===== config.mk =====
export PLATFORM = sky130hd
export DESIGN_NAME = branch_redirect_ctrl
export DESIGN_NICKNAME = d
export VERILOG_FILES = /design/src/rtl/branch_redirect_ctrl.sv
export SDC_FILE = /design/constraint.sdc
export NUM_CORES = 1
export LEC_CHECK = 0
export CORE_AREA = 2 2 180 182
export DETAILED_ROUTE_END_ITERATION = 8
export DIE_AREA = 0 0 182 184
export RECOVER_POWER = 25
export SYNTH_ARGS = -nofsm -noshare
export SYNTH_HDL_FRONTEND = slang
export SYNTH_SLANG_ARGS = --single-unit

===== constraint.sdc =====
create_clock -name clk_i -period 6.6 [get_ports clk_i]
set_input_delay 0.99 -clock clk_i [delete_from_list [all_inputs] [get_ports clk_i]]
set_output_delay 0.99 -clock clk_i [all_outputs]
set_load 0.05 [all_outputs]

===== src/rtl/branch_redirect_ctrl.sv =====
// branch_redirect_ctrl
// Pipeline recovery sequencer behind the execute-stage branch unit.
// - Compares each resolved next-PC against the fetch-time prediction.
// - On a mismatch, holds flush_o high for DRAIN_CYCLES cycles.
// - Then offers the corrected PC to fetch under a valid/ready handshake.
// - Each branch accepted in IDLE produces a one-cycle predictor update.
// Optional feature macro: BRANCH_REDIRECT_STATS_EN adds saturating
// branch and mispredict counters. Without it, both count ports are tied to 0.
//
// Handshake: redirect_valid_o rises in the first REDIRECT cycle and stays high,
// with redirect_pc_o stable, until a rising clock edge sees redirect_ready_i=1.
// redirect_valid_o may not depend on redirect_ready_i. The transfer completes on
// that edge, and redirect_valid_o is low in the following cycle.
// Every output comes straight from a flop, so no input reaches an output
// through logic alone.
module branch_redirect_ctrl #(
  parameter int XLEN         = 64,
  parameter int DRAIN_CYCLES = 2
) (
  input  logic            clk_i,
  input  logic            rst_i,
  input  logic            br_valid_i,
  input  logic [XLEN-1:0] br_pc_i,
  input  logic            br_taken_i,
  input  logic [XLEN-1:0] br_next_pc_i,
  input  logic [XLEN-1:0] pred_next_pc_i,
  input  logic            redirect_ready_i,
  output logic            flush_o,
  output logic            stall_o,
  output logic            redirect_valid_o,
  output logic [XLEN-1:0] redirect_pc_o,
  output logic            bp_update_valid_o,
  output logic [XLEN-1:0] bp_update_pc_o,
  output logic            bp_update_taken_o,
  output logic [XLEN-1:0] bp_update_target_o,
  output logic [31:0]     br_count_o,
  output logic [31:0]     mispred_count_o
);

  typedef enum logic [1:0] {
    ST_IDLE     = 2'd0,
    ST_FLUSH    = 2'd1,
    ST_REDIRECT = 2'd2
  } state_e;

  // State is kept as a named flop so checkers can bind to it hierarchically.
  state_e state_q, state_d;
  logic [3:0] drain_cnt_q, drain_cnt_d;

  logic            flush_q, flush_d;
  logic            stall_q, stall_d;
  logic            redirect_valid_q, redirect_valid_d;
  logic [XLEN-1:0] redirect_pc_q, redirect_pc_d;
  logic            bp_update_valid_q, bp_update_valid_d;
  logic [XLEN-1:0] bp_update_pc_q, bp_update_pc_d;
  logic            bp_update_taken_q, bp_update_taken_d;
  logic [XLEN-1:0] bp_update_target_q, bp_update_target_d;

  // Branches are accepted only in IDLE. Any branch seen during recovery is on
  // the wrong path.
  logic br_accept;
  logic mispredict;
  assign br_accept  = (state_q == ST_IDLE) && br_valid_i;
  assign mispredict = br_accept && (br_next_pc_i != pred_next_pc_i);

  // State register and drain counter
  always_ff @(posedge clk_i or posedge rst_i) begin
    if (rst_i) begin
      state_q     <= ST_IDLE;
      drain_cnt_q <= 4'd0;
    end else begin
      state_q     <= state_d;
      drain_cnt_q <= drain_cnt_d;
    end
  end

  // Next-state logic.
  // The counter is loaded with DRAIN_CYCLES-1, so FLUSH lasts DRAIN_CYCLES cycles.
  always_comb begin
    state_d     = state_q;
    drain_cnt_d = drain_cnt_q;
    case (state_q)
      ST_IDLE: begin
        if (mispredict) begin
          state_d     = ST_FLUSH;
          drain_cnt_d = 4'(DRAIN_CYCLES - 1);
        end
      end
      ST_FLUSH: begin
        if (drain_cnt_q == 4'd0) begin
          state_d = ST_REDIRECT;
        end else begin
          drain_cnt_d = drain_cnt_q - 4'd1;
        end
      end
      ST_REDIRECT: begin
        if (redirect_valid_q && redirect_ready_i) begin
          state_d = ST_IDLE;
        end
      end
      default: begin
        state_d     = ST_IDLE;
        drain_cnt_d = 4'd0;
      end
    endcase
  end

  // Output logic.
  // Outputs are decoded from the next state, so each registered output lines
  // up with the state it belongs to.
  always_comb begin
    flush_d            = (state_d == ST_FLUSH);
    redirect_valid_d   = (state_d == ST_REDIRECT);
    stall_d            = (state_d != ST_IDLE);
    redirect_pc_d      = mispredict ? br_next_pc_i : redirect_pc_q;
    bp_update_valid_d  = br_accept;
    bp_update_pc_d     = br_accept ? br_pc_i      : bp_update_pc_q;
    bp_update_taken_d  = br_accept ? br_taken_i   : bp_update_taken_q;
    bp_update_target_d = br_accept ? br_next_pc_i : bp_update_target_q;
  end

  // Output registers. Reset clears everything, including any pending redirect.
  always_ff @(posedge clk_i or posedge rst_i) begin
    if (rst_i) begin
      flush_q            <= 1'b0;
      stall_q            <= 1'b0;
      redirect_valid_q   <= 1'b0;
      redirect_pc_q      <= '0;
      bp_update_valid_q  <= 1'b0;
      bp_update_pc_q     <= '0;
      bp_update_taken_q  <= 1'b0;
      bp_update_target_q <= '0;
    end else begin
      flush_q            <= flush_d;
      stall_q            <= stall_d;
      redirect_valid_q   <= redirect_valid_d;
      redirect_pc_q      <= redirect_pc_d;
      bp_update_valid_q  <= bp_update_valid_d;
      bp_update_pc_q     <= bp_update_pc_d;
      bp_update_taken_q  <= bp_update_taken_d;
      bp_update_target_q <= bp_update_target_d;
    end
  end

  assign flush_o            = flush_q;
  assign stall_o            = stall_q;
  assign redirect_valid_o   = redirect_valid_q;
  assign redirect_pc_o      = redirect_pc_q;
  assign bp_update_valid_o  = bp_update_valid_q;
  assign bp_update_pc_o     = bp_update_pc_q;
  assign bp_update_taken_o  = bp_update_taken_q;
  assign bp_update_target_o = bp_update_target_q;

`ifdef BRANCH_REDIRECT_STATS_EN
  logic [31:0] br_count_q, br_count_d;
  logic [31:0] mispred_count_q, mispred_count_d;

  // Saturating counters: they stop at all-ones instead of wrapping.
  always_comb begin
    br_count_d      = br_count_q;
    mispred_count_d = mispred_count_q;
    if (br_accept && (br_count_q != 32'hFFFF_FFFF)) begin
      br_count_d = br_count_q + 32'd1;
    end
    if (mispredict && (mispred_count_q != 32'hFFFF_FFFF)) begin
      mispred_count_d = mispred_count_q + 32'd1;
    end
  end

  // Counter registers
  always_ff @(posedge clk_i or posedge rst_i) begin
    if (rst_i) begin
      br_count_q      <= 32'd0;
      mispred_count_q <= 32'd0;
    end else begin
      br_count_q      <= br_count_d;
      mispred_count_q <= mispred_count_d;
    end
  end

  assign br_count_o      = br_count_q;
  assign mispred_count_o = mispred_count_q;
`else
  assign br_count_o      = 32'd0;
  assign mispred_count_o = 32'd0;
`endif

endmodule


# Word-level counts from Yosys, hierarchy flattened
# Cells that the tools add are included.
word_totals:
  register_bits: 203
  rom_bits: 0
  latchBits: 0
  input_bits: 197
  mem_count: 0
  mem_bits_rw: 0
classes:
  eq_ne: 7
  reduce_logical: 7
  mux: 7
  n_shift: 0
  div_mod_pow: 0
  add_sub_neg: 1
  n_mul: 0
  bitwise_logic: 1
  order_cmp: 0
op_table:
  columns: ["op", "n"]
  rows:
  - ["$ne 64x64->1", 1]
  - ["$pmux 4 s3", 1]
  - ["$mux 4", 2]
  - ["$mux 2", 3]
  - ["$pmux 2 s3", 1]
  - ["$eq 2x1->1 const B", 2]
  - ["$eq 2x2->1 const B", 2]
  - ["$logic_not 4->1", 1]
  - ["$ne 2x2->1 const B", 2]
  - ["$sub 4x1->4 const B", 1]
  - ["$logic_and 1x1->1", 3]
  - ["$reduce_and 3->1", 1]
  - ["$logic_not 2->1", 1]
  - ["$reduce_bool 2->1", 1]
  - ["$not 1->1", 1]

# Logic depth before layout (Yosys ltp)
# Gate-level depths: netlist of run 1.
depth:
  depth_word: 6
  depth_mapped: 8

# Worst setup path before layout of run 1
# Ideal clock, no wire load.
synth_path:
  path_kind: "input to register"
  startpoint: "input br_next_pc_i[9]"
  endpoint: "register redirect_pc_q[10] (netlist: redirect_pc_o[10])"
  slack_ns: 4.114
  arrival_ns: 2.361
  stages: 8
  required_ns: 6.475
  path_buffers: 2
  setup_time_ns: 0.125
  path_cell_list: "xnor2_1 -> nand4_1 -> nor4_1 -> nand4_1 -> and2_1 -> buf_6 -> buf_12 -> mux2_4"
synth_between:
  elab_chain_len: 2
synth_lines:
  columns: ["item", "line_no", "rtl"]
  rows:
  - ["from (decl)", "25", "input logic [XLEN-1:0] br_next_pc_i,"]
  - ["$ne 64x64->1", "64", "assign mispredict = br_accept && (br_next_pc_i != pred_next_pc_i);"]
  - ["$logic_and 1x1->1", "64", null]
  - ["to (signal assigned)", "137", "redirect_pc_q <= redirect_pc_d;"]
  - ["to (decl)", "53", "logic [XLEN-1:0] redirect_pc_q, redirect_pc_d;"]
# Every way passes these cells.
# A chain may end at the register's enable or synchronous reset.

# Worst setup path after layout of run 1
layout_path:
  startpoint: "input br_valid_i"
  endpoint: "register stall_q (netlist: stall_o)"
layout_between:
  elab_chain_len: 5
layout_lines:
  columns: ["item", "line_no", "rtl"]
  rows:
  - ["from (decl)", "22", "input logic br_valid_i,"]
  - ["$logic_and 1x1->1", "63", "assign br_accept = (state_q == ST_IDLE) && br_valid_i;"]
  - ["$logic_and 1x1->1", "64", null]
  - ["$mux 2", "84", "if (mispredict) begin"]
  - ["$pmux 2 s3", "82", "case (state_q)"]
  - ["$reduce_bool 2->1", "114", "stall_d = (state_d != ST_IDLE);"]
  - ["via stall_d", "51", "logic stall_q, stall_d;"]
  - ["to (signal assigned)", "135", "stall_q <= stall_d;"]
  - ["to (decl)", "51", null]
# The timed path passes the listed nets, and every way through them passes these cells.

==> flow_metrics.env, run 1 <==
export IMPL_synth_area_sq_um=9130
export IMPL_pwr_share_seq_pct=25.8
export IMPL_core_area_sq_um=31400
export IMPL_dr_pass1_iters=4
export IMPL_drcViolationCount=0
export IMPL_numCtsBuffers=25
export IMPL_die_h_um=184
export IMPL_endpoint_kind="flop"
export IMPL_synth_edf_count=0
export IMPL_seq_area_frac_synth_pct=55.6
export IMPL_grt_start_max_net_pins=132
export IMPL_grt_setup_unrepaired="false"
export IMPL_final_fill_count=2878
export IMPL_synthTopCellsByCount="dfrtp_1 (203), mux2_2 (129), buf_4 (64), mux2_4 (64), xnor2_1 (64)"
export IMPL_grt_pass1_vias=6465
export IMPL_io_pins=458
export IMPL_clock_latency_ns=0.54
export IMPL_critPathMaxFanout=131
export IMPL_switching_share_pct=46.5
export IMPL_pwr_share_comb_pct=58.8
export IMPL_multi_input_area_sq_um=3580
export IMPL_path_cells="clkdlybuf4s50_1, nor3b_1, clkbuf_2, a211oi_1, a21oi_1"
export IMPL_dp_hpwl_um=20000
export IMPL_hp_class="flop to flop"
export IMPL_tightest_slew_ns=3.59
export IMPL_grt_first_pass_wirelength_um=40400
export IMPL_antenna_found_initial=0
export IMPL_rows=65
export IMPL_regArea_sq_um=5080
export IMPL_ys_seq_elements=203
export IMPL_cts_tree="done"
export IMPL_setup_tns_ns=0
export IMPL_clk_path_buf_depth=3
export IMPL_min_period_ns=4.76
export IMPL_htree_num_levels=1
export IMPL_drtIter0Drc=124
export IMPL_post_drt_via_cell_ratio=4.30
export IMPL_cp_required_ns=7.03
export IMPL_slew_viol_final=179
export IMPL_synth_area_per_cell_sq_um=15.0
export IMPL_cp_arrival_ns=5.19
export IMPL_start_util_pct=29.1
export IMPL_slew_headroom_pct=-140
export IMPL_worst_path_max_delay_cell="clkbuf_2"
export IMPL_cellLeakagePower_nw=5.75
export IMPL_cts_resized=0
export IMPL_period_share_pct=72.2
export IMPL_drt_wl_total_um=27400
export IMPL_diodes=0
export IMPL_power_switching_mw=4.02
export IMPL_synthArstFlopShare_pct=100
export IMPL_synthTopCellsByArea="dfrtp_1 (56%), mux2_2 (16%), mux2_4 (11%), xnor2_1 (6.1%), buf_4 (5.3%)"
export IMPL_cts_setup_buffers=0
export IMPL_root_buffer="clkbuf_16"
export IMPL_grt_ovfl_total=0
export IMPL_yosys_cell_types_count=32
export IMPL_dieArea_sq_um=33500
export IMPL_vdd_drop_max_mv=0.376
export IMPL_finalSetupViolations=0
export IMPL_clkTransAtPathRegs_ns=0.06
export IMPL_critPathLaunchType="input pin"
export IMPL_synth_top_cell_area_share_pct=55.6
export IMPL_synthesis_instances=607
export IMPL_max_cap_violations=2
export IMPL_die_width_um=182
export IMPL_hold_viol_final=0
export IMPL_critPathMaxStageDelay_ns=2.59
export IMPL_yosysWarnings=0
export IMPL_worst_slack_ns=1.84
export IMPL_ant_nets=0
export IMPL_violations="max-capacitance violations, max-slew violations"
export IMPL_drive_gt1_share_pct=23.1
export IMPL_fmaxAchievable_mhz=210
export IMPL_place_ws_ns=2.15
export IMPL_globalplace_congestion=0.752
export IMPL_routedWlPerCell_um=19.2
export IMPL_fin_nets=1206
export IMPL_clkSinkCount=203
export IMPL_crit_type="input pin to flop"
export IMPL_clock_power_share_pct=15.4
export IMPL_postCtsHoldBufs=0
export IMPL_yosys_area_top_type="dfrtp_1"
export IMPL_num_vias=6137
export IMPL_fin_skew_ns=0.0181
export IMPL_syn2layout_area_growth_pct=52.7
export IMPL_p_per_area_nw_per_um2=620
export IMPL_placement_io_buffers=393
export IMPL_synth_ff_type="dfrtp_1"
export IMPL_outcome="complete, but fails checks"
export IMPL_synth_most_common_cell="dfrtp_1"
export IMPL_grtUsageTotal_pct=15.8
export IMPL_internal_power_mw=4.62
[metal layers]
| metal | GRT usage, % | share of wire (%) | routed length (um) |
|---|---|---|---|
| met5 | 0 | 0 | 0 |
| met4 | 4.00 | 2.4 | 646 |
| met3 | 5.55 | 8.7 | 2390 |
| met2 | 27.9 | 51 | 13900 |
| met1 | 18.2 | 38 | 10400 |
[sequential cells by signal, indices dropped and copies added (netlist names)]
register            flops
redirect_valid_o        1
flush_o                 1
drain_cnt_q             4
redirect_pc_o          64
bp_update_valid_o       1
state_q                 2
bp_update_taken_o       1
stall_o                 1
bp_update_target_o     64
bp_update_pc_o         64
[path summary, 6_finish.rpt]
check / from / to / slack [ns] / cells past startpoint
setup / recovery: br_valid_i / stall_o / 1.84 / 5
hold / removal: bp_update_target_o[26] / bp_update_target_o[26] / 0.50 / 1
setup reg to reg: state_q[0] / stall_o / 2.24 / 4
hold reg to reg: bp_update_target_o[26] / bp_update_target_o[26] / 0.50 / 1
max in group asynchronous: rst_i / flush_o / 2.60 / 3
min in group asynchronous: rst_i / bp_update_pc_o[56] / 1.11 / 2
[logic make-up (layout without fill, tap and decap cells)]
group	count (synthesis)	count (layout)	share of synthesized area, %
and+or+nand+nor	37	37	2.36
AOI/OAI and AO/OA	15	15	1.33
adders and majority gates	2	2	0.274
xor gates and xnor gates	64	64	6.14
other	1	64	0.0411
DFF	203	203	55.6
muxes	193	193	26.4
buffers and inverters	92	446	7.77
[area by class of cell]
class | count | area share (%)
multi-input combinational | 375 | 25.7
tap | 402 | 3.61
clock inverter | 5 | 0.332
inverter | 5 | 0.188
sequential | 203 | 36.4
clock buffer | 39 | 5.37
timing repair buffer | 397 | 28.4
[stage by stage]
stage | util, % | cell area, sq um | instances | total power, mW | hold slack (ns)
floorplan | - | 9370 | 670 | 5.65 | 0.501
global placement | 41.9 | 13200 | 1382 | 7.29 | 0.488
detailed placement | 41.9 | 13200 | 1382 | 7.32 | 0.491
CTS | 44.5 | 14000 | 1426 | 8.71 | 0.507
global route | 44.4 | 13900 | 1426 | 9.01 | 0.519
finish | 44.4 | 13900 | 1426 | 8.64 | 0.503
[worst max-delay path: cells and delay by family]
family                 cells  cell delay, ns
AO/OA/AOI/OAI              2            0.67
buffers and inverters      2            3.08
AND/OR/NAND/NOR            1            0.41
[cell usage in the layout (no fill, tap or decap), drive strengths merged, types with 2 or more instances in the layout]
cell type	synthesis	final
clkinv	0	3
xnor2	64	64
nand2	2	2
nand2b	2	2
nor2	4	4
and2	2	2
o311ai	2	2
inv	5	7
clkdlybuf4s50	0	392
nor3	2	2
a2bb2oi	2	2
nand4	17	17
conb	1	64
a21o	2	2
buf	81	2
nor4	4	4
dfrtp	203	203
mux2	193	193
clkbuf	6	41
o21ai	4	4
ha	2	2
[power by group through the flow]
stage / combinational (mW) / sequential (mW) / clock (mW)
after floorplan: 1.26 / 4.39 / 0
after global placement: 5.07 / 2.22 / 0
after detailed placement: 5.08 / 2.24 / 0
after CTS: 5.09 / 2.24 / 1.38
after global routing: 5.27 / 2.32 / 1.43
final: 5.08 / 2.23 / 1.33
(Power assumes the default switching activity.)
==> run 2: changes to the inputs <==
==> constraint.sdc (replaced) <==
create_clock -name clk_i -period 4.52 [get_ports clk_i]
set_input_delay 0.678 -clock clk_i [delete_from_list [all_inputs] [get_ports clk_i]]
set_output_delay 0.678 -clock clk_i [all_outputs]
set_load 0.05 [all_outputs]
==> flow_metrics.env, run 2 (synthesized netlist as in run 1, its figures left out) <==
export IMPL_outcome="complete, but fails checks"
export IMPL_violations="max-capacitance violations, max-slew violations"
export IMPL_drtIter0Drc=129
export IMPL_grt_ovfl_total=0
export IMPL_syn2layout_area_growth_pct=53.0
export IMPL_dieArea_sq_um=33500
export IMPL_min_period_ns=3.27
export IMPL_numCtsBuffers=25
export IMPL_power_switching_mw=5.84
export IMPL_grtUsageTotal_pct=15.5
export IMPL_antenna_found_initial=0
export IMPL_finalSetupViolations=0
export IMPL_grt_first_pass_wirelength_um=40000
export IMPL_clock_latency_ns=0.51
export IMPL_setup_tns_ns=0
export IMPL_fin_skew_ns=0.0130
export IMPL_final_util_pct=44.5
export IMPL_critPathLaunchType="input pin"
export IMPL_fin_nets=1209
export IMPL_cts_tree="done"
export IMPL_cp_arrival_ns=3.67
export IMPL_pwr_share_comb_pct=58.7
export IMPL_drive_gt1_share_pct=23.3
export IMPL_pwr_share_seq_pct=26.3
export IMPL_drcViolationCount=0
export IMPL_p_per_area_nw_per_um2=894
export IMPL_final_fill_count=2912
export IMPL_grt_start_max_net_pins=132
export IMPL_clk_path_buf_depth=3
export IMPL_diodes=0
export IMPL_drt_wl_total_um=26800
export IMPL_ff2ff_path_depth=4
export IMPL_die_width_um=182
export IMPL_tightest_slew_ns=2.07
export IMPL_grt_setup_unrepaired="false"
export IMPL_wl_met2_um=13300
export IMPL_r2r_end="redirect_pc_o[26]"
export IMPL_critPathMaxFanout=34
export IMPL_rows=65
export IMPL_clkTransAtPathRegs_ns=0.06
export IMPL_cts_resized=0
export IMPL_cp_required_ns=4.91
export IMPL_htree_num_levels=1
export IMPL_final_cell_mix="clkdlybuf4s50_1 (392), dfrtp_1 (203), mux2_2 (129)"
export IMPL_wl_met3_um=2420
export IMPL_dr_max_layer_used="met4"
export IMPL_period_share_pct=72.4
export IMPL_fmaxAchievable_mhz=306
export IMPL_internal_power_mw=6.65
export IMPL_die_h_um=184
export IMPL_root_buffer="clkbuf_16"
export IMPL_globalplace_congestion=0.772
export IMPL_start_util_pct=29.1
export IMPL_slew_headroom_pct=-37.9
export IMPL_dp_hpwl_um=20100
export IMPL_postCtsHoldBufs=0
export IMPL_holdPathStages=1
export IMPL_cellLeakagePower_nw=5.76
export IMPL_switching_share_pct=46.8
export IMPL_post_drt_via_cell_ratio=4.30
export IMPL_hold_viol_final=0
export IMPL_hp_class="flop to flop"
export IMPL_grt_pass1_vias=6512
export IMPL_placement_io_buffers=393
export IMPL_slew_viol_final=81
export IMPL_core_area_sq_um=31400
export IMPL_clock_power_share_pct=15.0
export IMPL_max_cap_violations=1
export IMPL_min_to="bp_update_target_o[2]"
export IMPL_final_common_cell="clkdlybuf4s50_1"
export IMPL_cts_setup_buffers=0
export IMPL_num_vias=6144
export IMPL_worstHoldStart="bp_update_target_o[2]"
export IMPL_endpoint_kind="flop"
export IMPL_rrSetupSlack_ns=2.20
export IMPL_io_pins=458
export IMPL_vdd_drop_max_mv=0.555
export IMPL_crit_type="input pin to flop"
export IMPL_r2r_start="state_q[0]"
export IMPL_ant_nets=0
export IMPL_routedWlPerCell_um=18.8
export IMPL_met1_length_um=10500
export IMPL_clkSinkCount=203
export IMPL_dr_pass1_iters=4
==> run 2: changes by cell type in the layout (fill, tap and decap cells not counted), sizes merged <==
| cell | change |
|---|---|
| inv | -2 |
| buf | +4 |
| clkinvlp | +1 |
==> run 2: power by group through the flow <==
stage / registers, mW / logic [mW] / clock network, mW
2_1_floorplan: 6.41 / 1.84 / 0
3_3_place_gp: 3.27 / 7.38 / 0
3_5_place_dp: 3.30 / 7.40 / 0
4_1_cts: 3.30 / 7.42 / 1.93
5_1_grt: 3.41 / 7.60 / 2.02
6_report: 3.28 / 7.34 / 1.87
==> run 2: through the flow <==
step                      cells  instance area (sq um)  total power [mW]  worst slack (ns)  hold slack [ns]
after detailed placement   1385                  13200              10.7             0.528            0.492
after global routing       1429                  14000              13.0              1.06            0.517
after CTS                  1429                  14000              12.6              1.06            0.506
after global placement     1385                  13200              10.7             0.527            0.488
after floorplan             670                   9370              8.25              1.21            0.501
final                      1429                  14000              12.5              1.25            0.501
==> run 2: how the worst max path moves through the flow <==
stage	end	depth (start not counted)	start
final	redirect_pc_o[26]	8	br_next_pc_i[2]
after floorplan	bp_update_pc_o[0]	1	rst_i
after global routing	redirect_pc_o[26]	8	br_next_pc_i[2]
after detailed placement	redirect_pc_o[10]	8	br_next_pc_i[2]
after global placement	redirect_pc_o[25]	8	br_next_pc_i[2]
after CTS	redirect_pc_o[26]	8	br_next_pc_i[2]
==> run 2: layer usage <==
metal  GRT usage, %  up-vias
met4           4.06        0
met2           26.8      304
li1               -     2782
met3           5.39       31
met1           18.5     3027
met5              0        -
==> run 2: area by class of cell <==
class | count | area (sq um) | share of cell area (%)
flip-flops and latches | 203 | 5080 | 36.4
repair buffers | 400 | 4020 | 28.8
multi-input cells | 375 | 3580 | 25.7
clock buffers | 40 | 732 | 5.24
well taps | 402 | 503 | 3.60
clock inverters | 4 | 27.5 | 0.197
inverters | 5 | 20.0 | 0.143
==> run 2: worst max-delay path, stage by stage <==
cell and delay (ns):
clkdlybuf4s50_1 0.58, xnor2_1 0.15, nand4_1 0.25, nor4_1 0.73
nand4_1 0.22, and2_4 0.42, buf_12 0.28, mux2_4 0.32
